File: src/rtl/fromrecfn_pipe_pkg.sv
// Shared constants and class encoding for the recoded-to-IEEE binary32 converter.
package fromrecfn_pipe_pkg;

    localparam int FP_BITS     = 32;
    localparam int EXP_BITS    = 8;
    localparam int FRA_BITS    = 23;
    localparam int EXPREC_BITS = 9;
    localparam int SIG_BITS    = 24;
    localparam int EXP_OFFSET  = 129;

    // Top three recoded exponent bits that mark the special classes
    localparam logic [2:0] REC_ZERO = 3'b000;
    localparam logic [2:0] REC_INF  = 3'b110;
    localparam logic [2:0] REC_NAN  = 3'b111;

    // Recoded exponents in [SUB_LO, SUB_HI) are IEEE subnormals
    localparam logic [EXPREC_BITS-1:0] SUB_LO = 9'd107;
    localparam logic [EXPREC_BITS-1:0] SUB_HI = 9'd130;

    localparam logic [FP_BITS-1:0] CANON_NAN = 32'h7FC0_0000;

    typedef enum logic [2:0] {
        CLS_ZERO      = 3'd0,
        CLS_INF       = 3'd1,
        CLS_NAN       = 3'd2,
        CLS_NORMAL    = 3'd3,
        CLS_SUBNORMAL = 3'd4,
        CLS_BAD       = 3'd5
    } rec_class_e;

endpackage

File: src/rtl/fromrecfn_pipe_shift.sv
// Right barrel shifter that denormalises the significand; returns the fraction field.
module rec_denorm_shift
    import fromrecfn_pipe_pkg::*;
#(
    parameter int SIG_W = SIG_BITS,
    parameter int FRA_W = FRA_BITS
) (
    input  logic [SIG_W-1:0] sig,
    input  logic [4:0]       amt,
    output logic [FRA_W-1:0] frac
);

    // Shifted-out bits are dropped; no rounding happens here
    assign frac = FRA_W'(sig >> amt);

endmodule

File: src/rtl/fromrecfn_pipe.sv
// Two-stage recoded float -> IEEE binary32 converter with valid/ready on both sides.
// Stage 1 classifies the recoded exponent, stage 2 shifts and packs the result.
module fromrecfn_pipe
    import fromrecfn_pipe_pkg::*;
#(
    parameter int FP_BITS_P     = FP_BITS,
    parameter int EXP_BITS_P    = EXP_BITS,
    parameter int FRA_BITS_P    = FRA_BITS,
    parameter int EXPREC_BITS_P = EXPREC_BITS,
    parameter int SIG_BITS_P    = SIG_BITS,
    parameter int EXP_OFFSET_P  = EXP_OFFSET
) (
    input  logic                     clk,
    input  logic                     rst,
    input  logic                     in_valid,
    output logic                     in_ready,
    input  logic                     in_sign,
    input  logic [EXPREC_BITS_P-1:0] in_exp,
    input  logic [SIG_BITS_P-1:0]    in_sig,
    output logic                     out_valid,
    input  logic                     out_ready,
    output logic [FP_BITS_P-1:0]     out_fp,
    output logic                     out_bad_enc
);

    // Stage 1 registers
    logic                    s1_valid;
    rec_class_e              s1_cls;
    logic                    s1_sign;
    logic [SIG_BITS_P-1:0]   s1_sig;
    logic [EXP_BITS_P-1:0]   s1_amt;   // IEEE exponent (normal) or shift (subnormal)

    rec_class_e              cls_d;
    logic [EXP_BITS_P-1:0]   amt_d;
    logic [FP_BITS_P-1:0]    fp_d;
    logic                    bad_d;
    logic [FRA_BITS_P-1:0]   sub_frac;
    logic [FRA_BITS_P-1:0]   nan_frac;
    logic                    s2_advance;
    logic                    in_fire;

    assign s2_advance = !out_valid || out_ready;
    assign in_ready   = !rst && (!s1_valid || s2_advance);
    assign in_fire    = in_valid && in_ready;

    // Classify the incoming recoded exponent and precompute exponent / shift
    always_comb begin
        cls_d = CLS_BAD;
        amt_d = '0;
        if (in_exp[EXPREC_BITS_P-1 -: 3] == REC_ZERO) begin
            cls_d = CLS_ZERO;
        end else if (in_exp[EXPREC_BITS_P-1 -: 3] == REC_INF) begin
            cls_d = CLS_INF;
        end else if (in_exp[EXPREC_BITS_P-1 -: 3] == REC_NAN) begin
            cls_d = CLS_NAN;
        end else if (in_exp >= SUB_HI) begin
            cls_d = CLS_NORMAL;
            amt_d = EXP_BITS_P'(in_exp - EXPREC_BITS_P'(EXP_OFFSET_P));
        end else if (in_exp >= SUB_LO) begin
            cls_d = CLS_SUBNORMAL;
            amt_d = EXP_BITS_P'(SUB_HI - in_exp);
        end
    end

    // Stage 1 capture; valid bit follows the input whenever the stage may move
    always_ff @(posedge clk or posedge rst) begin
        if (rst) begin
            s1_valid <= 1'b0;
            s1_cls   <= CLS_ZERO;
            s1_sign  <= 1'b0;
            s1_sig   <= '0;
            s1_amt   <= '0;
        end else begin
            if (in_ready) s1_valid <= in_valid;
            if (in_fire) begin
                s1_cls  <= cls_d;
                s1_sign <= in_sign;
                s1_sig  <= in_sig;
                s1_amt  <= amt_d;
            end
        end
    end

    rec_denorm_shift #(
        .SIG_W (SIG_BITS_P),
        .FRA_W (FRA_BITS_P)
    ) u_shift (
        .sig  (s1_sig),
        .amt  (s1_amt[4:0]),
        .frac (sub_frac)
    );

    // A NaN with an all-zero payload would read back as infinity; force the quiet bit
    assign nan_frac = (s1_sig[FRA_BITS_P-1:0] == '0)
                    ? {1'b1, {(FRA_BITS_P-1){1'b0}}}
                    : s1_sig[FRA_BITS_P-1:0];

    // Pack the IEEE word for the class held in stage 1
    always_comb begin
        fp_d  = CANON_NAN;
        bad_d = 1'b0;
        case (s1_cls)
            CLS_ZERO:      fp_d = {s1_sign, {(FP_BITS_P-1){1'b0}}};
            CLS_INF:       fp_d = {s1_sign, {EXP_BITS_P{1'b1}}, {FRA_BITS_P{1'b0}}};
            CLS_NAN:       fp_d = {s1_sign, {EXP_BITS_P{1'b1}}, nan_frac};
            CLS_NORMAL:    fp_d = {s1_sign, s1_amt, s1_sig[FRA_BITS_P-1:0]};
            CLS_SUBNORMAL: fp_d = {s1_sign, {EXP_BITS_P{1'b0}}, sub_frac};
            default: begin
                fp_d  = CANON_NAN;
                bad_d = 1'b1;
            end
        endcase
    end

    // Stage 2 output register; holds while the consumer stalls
    always_ff @(posedge clk or posedge rst) begin
        if (rst) begin
            out_valid   <= 1'b0;
            out_fp      <= '0;
            out_bad_enc <= 1'b0;
        end else if (s2_advance) begin
            out_valid <= s1_valid;
            if (s1_valid) begin
                out_fp      <= fp_d;
                out_bad_enc <= bad_d;
            end
        end
    end

endmodule

File: config.mk
export PLATFORM = sky130hd
export DESIGN_NAME = fromrecfn_pipe
export DESIGN_NICKNAME = d
export VERILOG_FILES = /design/src/rtl/fromrecfn_pipe_pkg.sv /design/src/rtl/fromrecfn_pipe_shift.sv /design/src/rtl/fromrecfn_pipe.sv
export SDC_FILE = /design/constraint.sdc
export NUM_CORES = 1
export LEC_CHECK = 0
export ABC_AREA = 1
export ABC_CLOCK_PERIOD_IN_PS = 6700
export CORE_MARGIN = 5
export CORE_UTILIZATION = 30
export DETAILED_ROUTE_END_ITERATION = 6
export DONT_BUFFER_PORTS = 1
export GPL_ROUTABILITY_DRIVEN = 0
export GPL_TIMING_DRIVEN = 0
export HOLD_SLACK_MARGIN = 0.02
export PLACE_DENSITY = 0.53
export SLEW_MARGIN = 20
export SYNTH_ARGS = -nofsm -noshare
export SYNTH_HDL_FRONTEND = slang
export SYNTH_SLANG_ARGS = --single-unit
File: constraint.sdc
create_clock -name clk -period 6.7 [get_ports clk]
set_clock_uncertainty 0.15 [all_clocks]
set_input_delay 0.67 -clock clk [delete_from_list [all_inputs] [get_ports clk]]
set_output_delay 0.67 -clock clk [all_outputs]
set_load 0.02 [all_outputs]
Word-level counts from Yosys, hierarchy flattened --
Cells that the tools add are included.
Storage, ports and cells: bits in registers 71, input bits 38
Operators by class: add/sub/neg operators 2, magnitude comparators 2, eq/ne operators 6, shift-type cells 1, muxes and demuxes 13, reduce and logical (&&, ||, !) cells 12
Operators by type and width (count):
- 32-bit one-hot mux with 5 select lines | 1
- 8-bit two-way mux | 5
- 24-bit by 5-bit >> shifter with 23-bit output | 1
- 23-bit logical NOT | 1
- 23-bit two-way mux | 1
- 3-bit two-way mux | 4
- 3-bit equality test (second input constant) | 3
- 9-bit by 7-bit greater-or-equal comparator with 1-bit output (second input constant) | 1
- 9-bit by 8-bit greater-or-equal comparator with 1-bit output (second input constant) | 1
- 8-bit subtractor (first input constant) | 1
- 8-bit subtractor (second input constant) | 1
- 3-bit by 2-bit equality test with 1-bit output (second input constant) | 2
- 3-bit logical NOT | 2
- 5-bit OR reduction | 1
- 3-bit by 1-bit equality test with 1-bit output (second input constant) | 1
- 1-bit logical NOT | 3
- 1-bit logical AND | 2
- 1-bit logical OR | 2
- 1-bit two-way mux | 2
- 2-bit AND reduction | 1

Longest topological paths before layout --
word-level depth 6, gate-level depth with buffers 13, mapped depth without buffers 12

Cells and area by module --
Synthesis repeated with hierarchy kept, for this count alone.
Second synthesis, totals: cell total of the unflattened synthesis 711, area, all modules 4685.7 um^2
By module, submodules not included:
- fromrecfn_pipe | instances 1, cells each 465, area each 3627.2 um^2, sequential area each 1776.7 um^2
- rec_denorm_shift | instances 1, cells each 246, area each 1058.5 um^2, sequential area each 0.0 um^2

Worst setup path before layout --
No wires, ideal clock.
path kind input to register, from in rst, to reg s1_amt[0], library setup time 82 ps, arrival time 3170 ps, path slack 3297 ps, cell stages on the path 9, path through inv_1 > nand2_1 > inv_1 > nand2_2 > nor2_2 > nand2_1 > inv_1 > o21ai_0 > o22ai_1
Between the ends: cells in the longest elaborated chain, start to end 3
RTL lines:
- start: declaration | RTL line fromrecfn_pipe.sv:14 | input logic rst,
- 1-bit logical NOT (no line)
- 1-bit logical AND | RTL line fromrecfn_pipe.sv:43 | assign in_ready = !rst && (!s1_valid || s2_advance);
- named net in_ready | RTL line fromrecfn_pipe.sv:16 | output logic in_ready,
- 1-bit logical AND | RTL line fromrecfn_pipe.sv:44 | assign in_fire = in_valid && in_ready;
- end signal: assignment | RTL line fromrecfn_pipe.sv:79 | s1_amt <= amt_d;
- end: declaration | RTL line fromrecfn_pipe.sv:31 | logic [EXP_BITS_P-1:0] s1_amt;
The timed path passes the listed nets, and every way through them passes these cells. A chain may end at the register's enable or synchronous reset.

Final worst setup path --
from in rst, to out in_ready
Between the ends: cells in the longest elaborated chain, start to end 2
RTL lines (RTL line):
- 1-bit logical NOT (no line)
- 1-bit logical AND | fromrecfn_pipe.sv:43
- end: declaration | fromrecfn_pipe.sv:16
Every way passes these cells.

==> out/results.ini <==
[synthesis]
ys_seq_area_share_pct=39.2
yosysTopAreaCell=dfrtp_1
yosysWarnings=0
syn_nets=715
yosysTopAreaCellShare_pct=39.2
syn-instance-count=673
synth.ff_latch_count=71
synthTopCellsByArea=dfrtp_1 (39%), nand2_1 (23%), nand3_1 (13%)
synth_cell_types=32
syn_area_um2=4530
avgSynthCellArea_um2=6.74

[route]
dr.pass1.iters=6
drt-wirelength-per-cell_um=17.1
wl_met1_mm=6.48
drt_first_iter_violations=316
top_layer_used=met4
route.detailed.drc=0
met3_length_mm=1.47
wirelength_mm=15.0
routed_via_density=5.22
antenna_left=0
vias=4574
wl_met2_mm=6.50

[floorplan]
io_pins=73
die_x_um=133
initial_utilization_pct=30.2
core_um2=15000
die-area_um2=17700
rows=45
die_h_um=133

[pwr]
p_seq_share_pct=40.8
pwr-share-clk_pct=28.2
power.total_mw=1.72
combPwrFrac_pct=30.9
switching_share_pct=41.3
p_sw_mw=0.709
pwr_density_cell_nw_per_um2=337
internal_power_mw=1.01
leakage_nw=2.54
max-vdd-ir-drop_uv=120

[place]
portBuffers=0
dp_hpwl_mm=11.7

[timing]
drv_slew=0
setup_viol_count_final=0
max_slew_margin_pct=61.3
max_freq_ghz=0.421
timing.final.crit_share_pct=35.5
hold_violations=0
period_needed_ns=2.38
worstMarginPinSlew_ns=0.581
rsz0062_at_grt=false
setup_tns_ns=0

[outcome]
status=finished, final reports clean

[clock_network]
cts_buffers=9
cts_resized=0
insertion_delay_ns=0.34
cts_setup_buffers=0
cts_num_sinks=71
clkTransAtPathRegs_ns=0.05
holdBufCountCts=0
cts_buffer_depth=2
root_buffer=clkbuf_16
cts_tree=built
cts_htree_levels=3

[global_route]
grt_max_degree=42
antenna_found_initial=0
grt-ovfl-total=0
grt_pass1_wl_mm=24.1
grt_pass1_vias=4468
grt_use_total_pct=17.2

[final_layout]
nFillCells=1640
nNetsFinal=727
final_common_cell=nand2_1
areaGrowthSynthToFinish_pct=12.3
layout_common_cells=nand2_1 (274), nand3_1 (114), dfrtp_1 (71)
layout-drive-gt1-share_pct=7.98
antenna_cells=0

[setup_path]
end_kind=output pin
path_cells=inv_4 > buf_12 > nand2_1 > inv_1
critPathLaunchType=input port
worstSetupPathType=input port to output pin
cp_slowest_stage_delay_ns=0.29
arrival_ns=1.56
crit_path_top_delay_cell=inv_4
cp_max_fo=41
crit_required_ns=5.88

[run]
maxCapViolations=0

[min_path]
holdCritPathClass=input port to asynchronous set/reset pin

==> sequential cells by signal, indices dropped and copies added, names as in the netlist <==
name	cells
out_bad_enc	1
out_fp	32
out_valid	1
s1_amt	8
s1_cls	3
s1_sig	24
s1_sign	1
s1_valid	1
==> metal layers <==
layer	vias to the layer above	GRT usage, %
met1	2125	22.4
met3	34	5.82
li1	2218	-
met5	-	0
met2	197	25.9
met4	0	7.68
==> layout make-up <==
| cell class | instances | area (um2) | share of cell area, % |
|---|---|---|---|
| flip-flops and latches | 71 | 1780 | 34.9 |
| clock inverters | 3 | 42.5 | 0.836 |
| inverters | 33 | 126 | 2.48 |
| well taps | 188 | 235 | 4.62 |
| multi-input cells | 533 | 2420 | 47.6 |
| clock buffers | 12 | 256 | 5.04 |
| plain buffers | 36 | 211 | 4.15 |
| repair buffers | 1 | 20.0 | 0.393 |
==> power groups by stage <==
stage | clock network [mW] | registers [mW] | logic (mW)
floorplan | 0 | 0.668 | 0.396
detailed placement | 0 | 0.710 | 0.521
global route | 0.510 | 0.715 | 0.601
global placement | 0 | 0.708 | 0.517
CTS | 0.497 | 0.704 | 0.524
finish | 0.484 | 0.701 | 0.531
==> synthesized netlist by cell type <==
| library cell | instances |
|---|---|
| a21oi_1 | 9 |
| buf_1 | 2 |
| buf_2 | 16 |
| buf_4 | 6 |
| buf_6 | 4 |
| clkbuf_1 | 7 |
| clkbuf_4 | 1 |
| clkinv_1 | 2 |
| dfrtp_1 | 71 |
| ha_1 | 4 |
| inv_1 | 28 |
| inv_2 | 3 |
| nand2_1 | 274 |
| nand2_2 | 2 |
| nand3_1 | 114 |
| nand3b_1 | 1 |
| nand3b_2 | 1 |
| nand4_1 | 3 |
| nor2_1 | 37 |
| nor2_2 | 3 |
| nor2_4 | 1 |
| nor3_1 | 2 |
| nor3_2 | 2 |
| o211ai_1 | 9 |
| o21a_1 | 1 |
| o21ai_0 | 37 |
| o21ai_1 | 11 |
| o22ai_1 | 6 |
| o31ai_1 | 2 |
| or2_1 | 5 |
| xnor2_1 | 1 |
| xor2_1 | 8 |
==> critical path, delay by kind of cell <==
family	cells	cell delay (ns)
simple gates	1	0.08
buf+inv	3	0.78
==> kinds of logic (layout without fill, tap and decap cells) <==
kind of cell / after synthesis / in the layout / share of synthesized area [%]
and+or+nand+nor: 445 / 445 / 41.5
AOI/OAI and AO/OA: 75 / 75 / 9.11
buffers and inverters: 69 / 85 / 7.40
adders and majority gates: 4 / 4 / 1.10
DFF: 71 / 71 / 39.2
xor gates and xnor gates: 9 / 9 / 1.74
==> metrics by stage <==
stage	instance area [um2]	util (%)	worst slack, ns	cells	hold WS [ns]
floorplan	4530	-	3.30	673	0.294
global placement	4770	31.7	2.44	861	0.337
detailed placement	4790	31.9	3.91	862	0.338
CTS	5090	33.9	4.27	877	0.0507
global route	5090	33.9	4.06	877	0.0765
finish	5090	33.9	4.32	877	0.0493
==> worst paths after layout <==
check	from	endpoint	slack [ns]	cells after the start
worst max-delay path	rst	in_ready	4.32	4
worst min-delay path	rst	out_fp[25]	0.05	1
worst max register to register	out_valid	out_fp[23]	4.51	7
worst min register to register	s1_amt[7]	s1_amt[7]	0.34	2
max in group asynchronous	rst	s1_sig[5]	5.80	2
min in group clk	out_ready	out_valid	0.28	1
No activity file was read; power rests on OpenSTA's default activity.
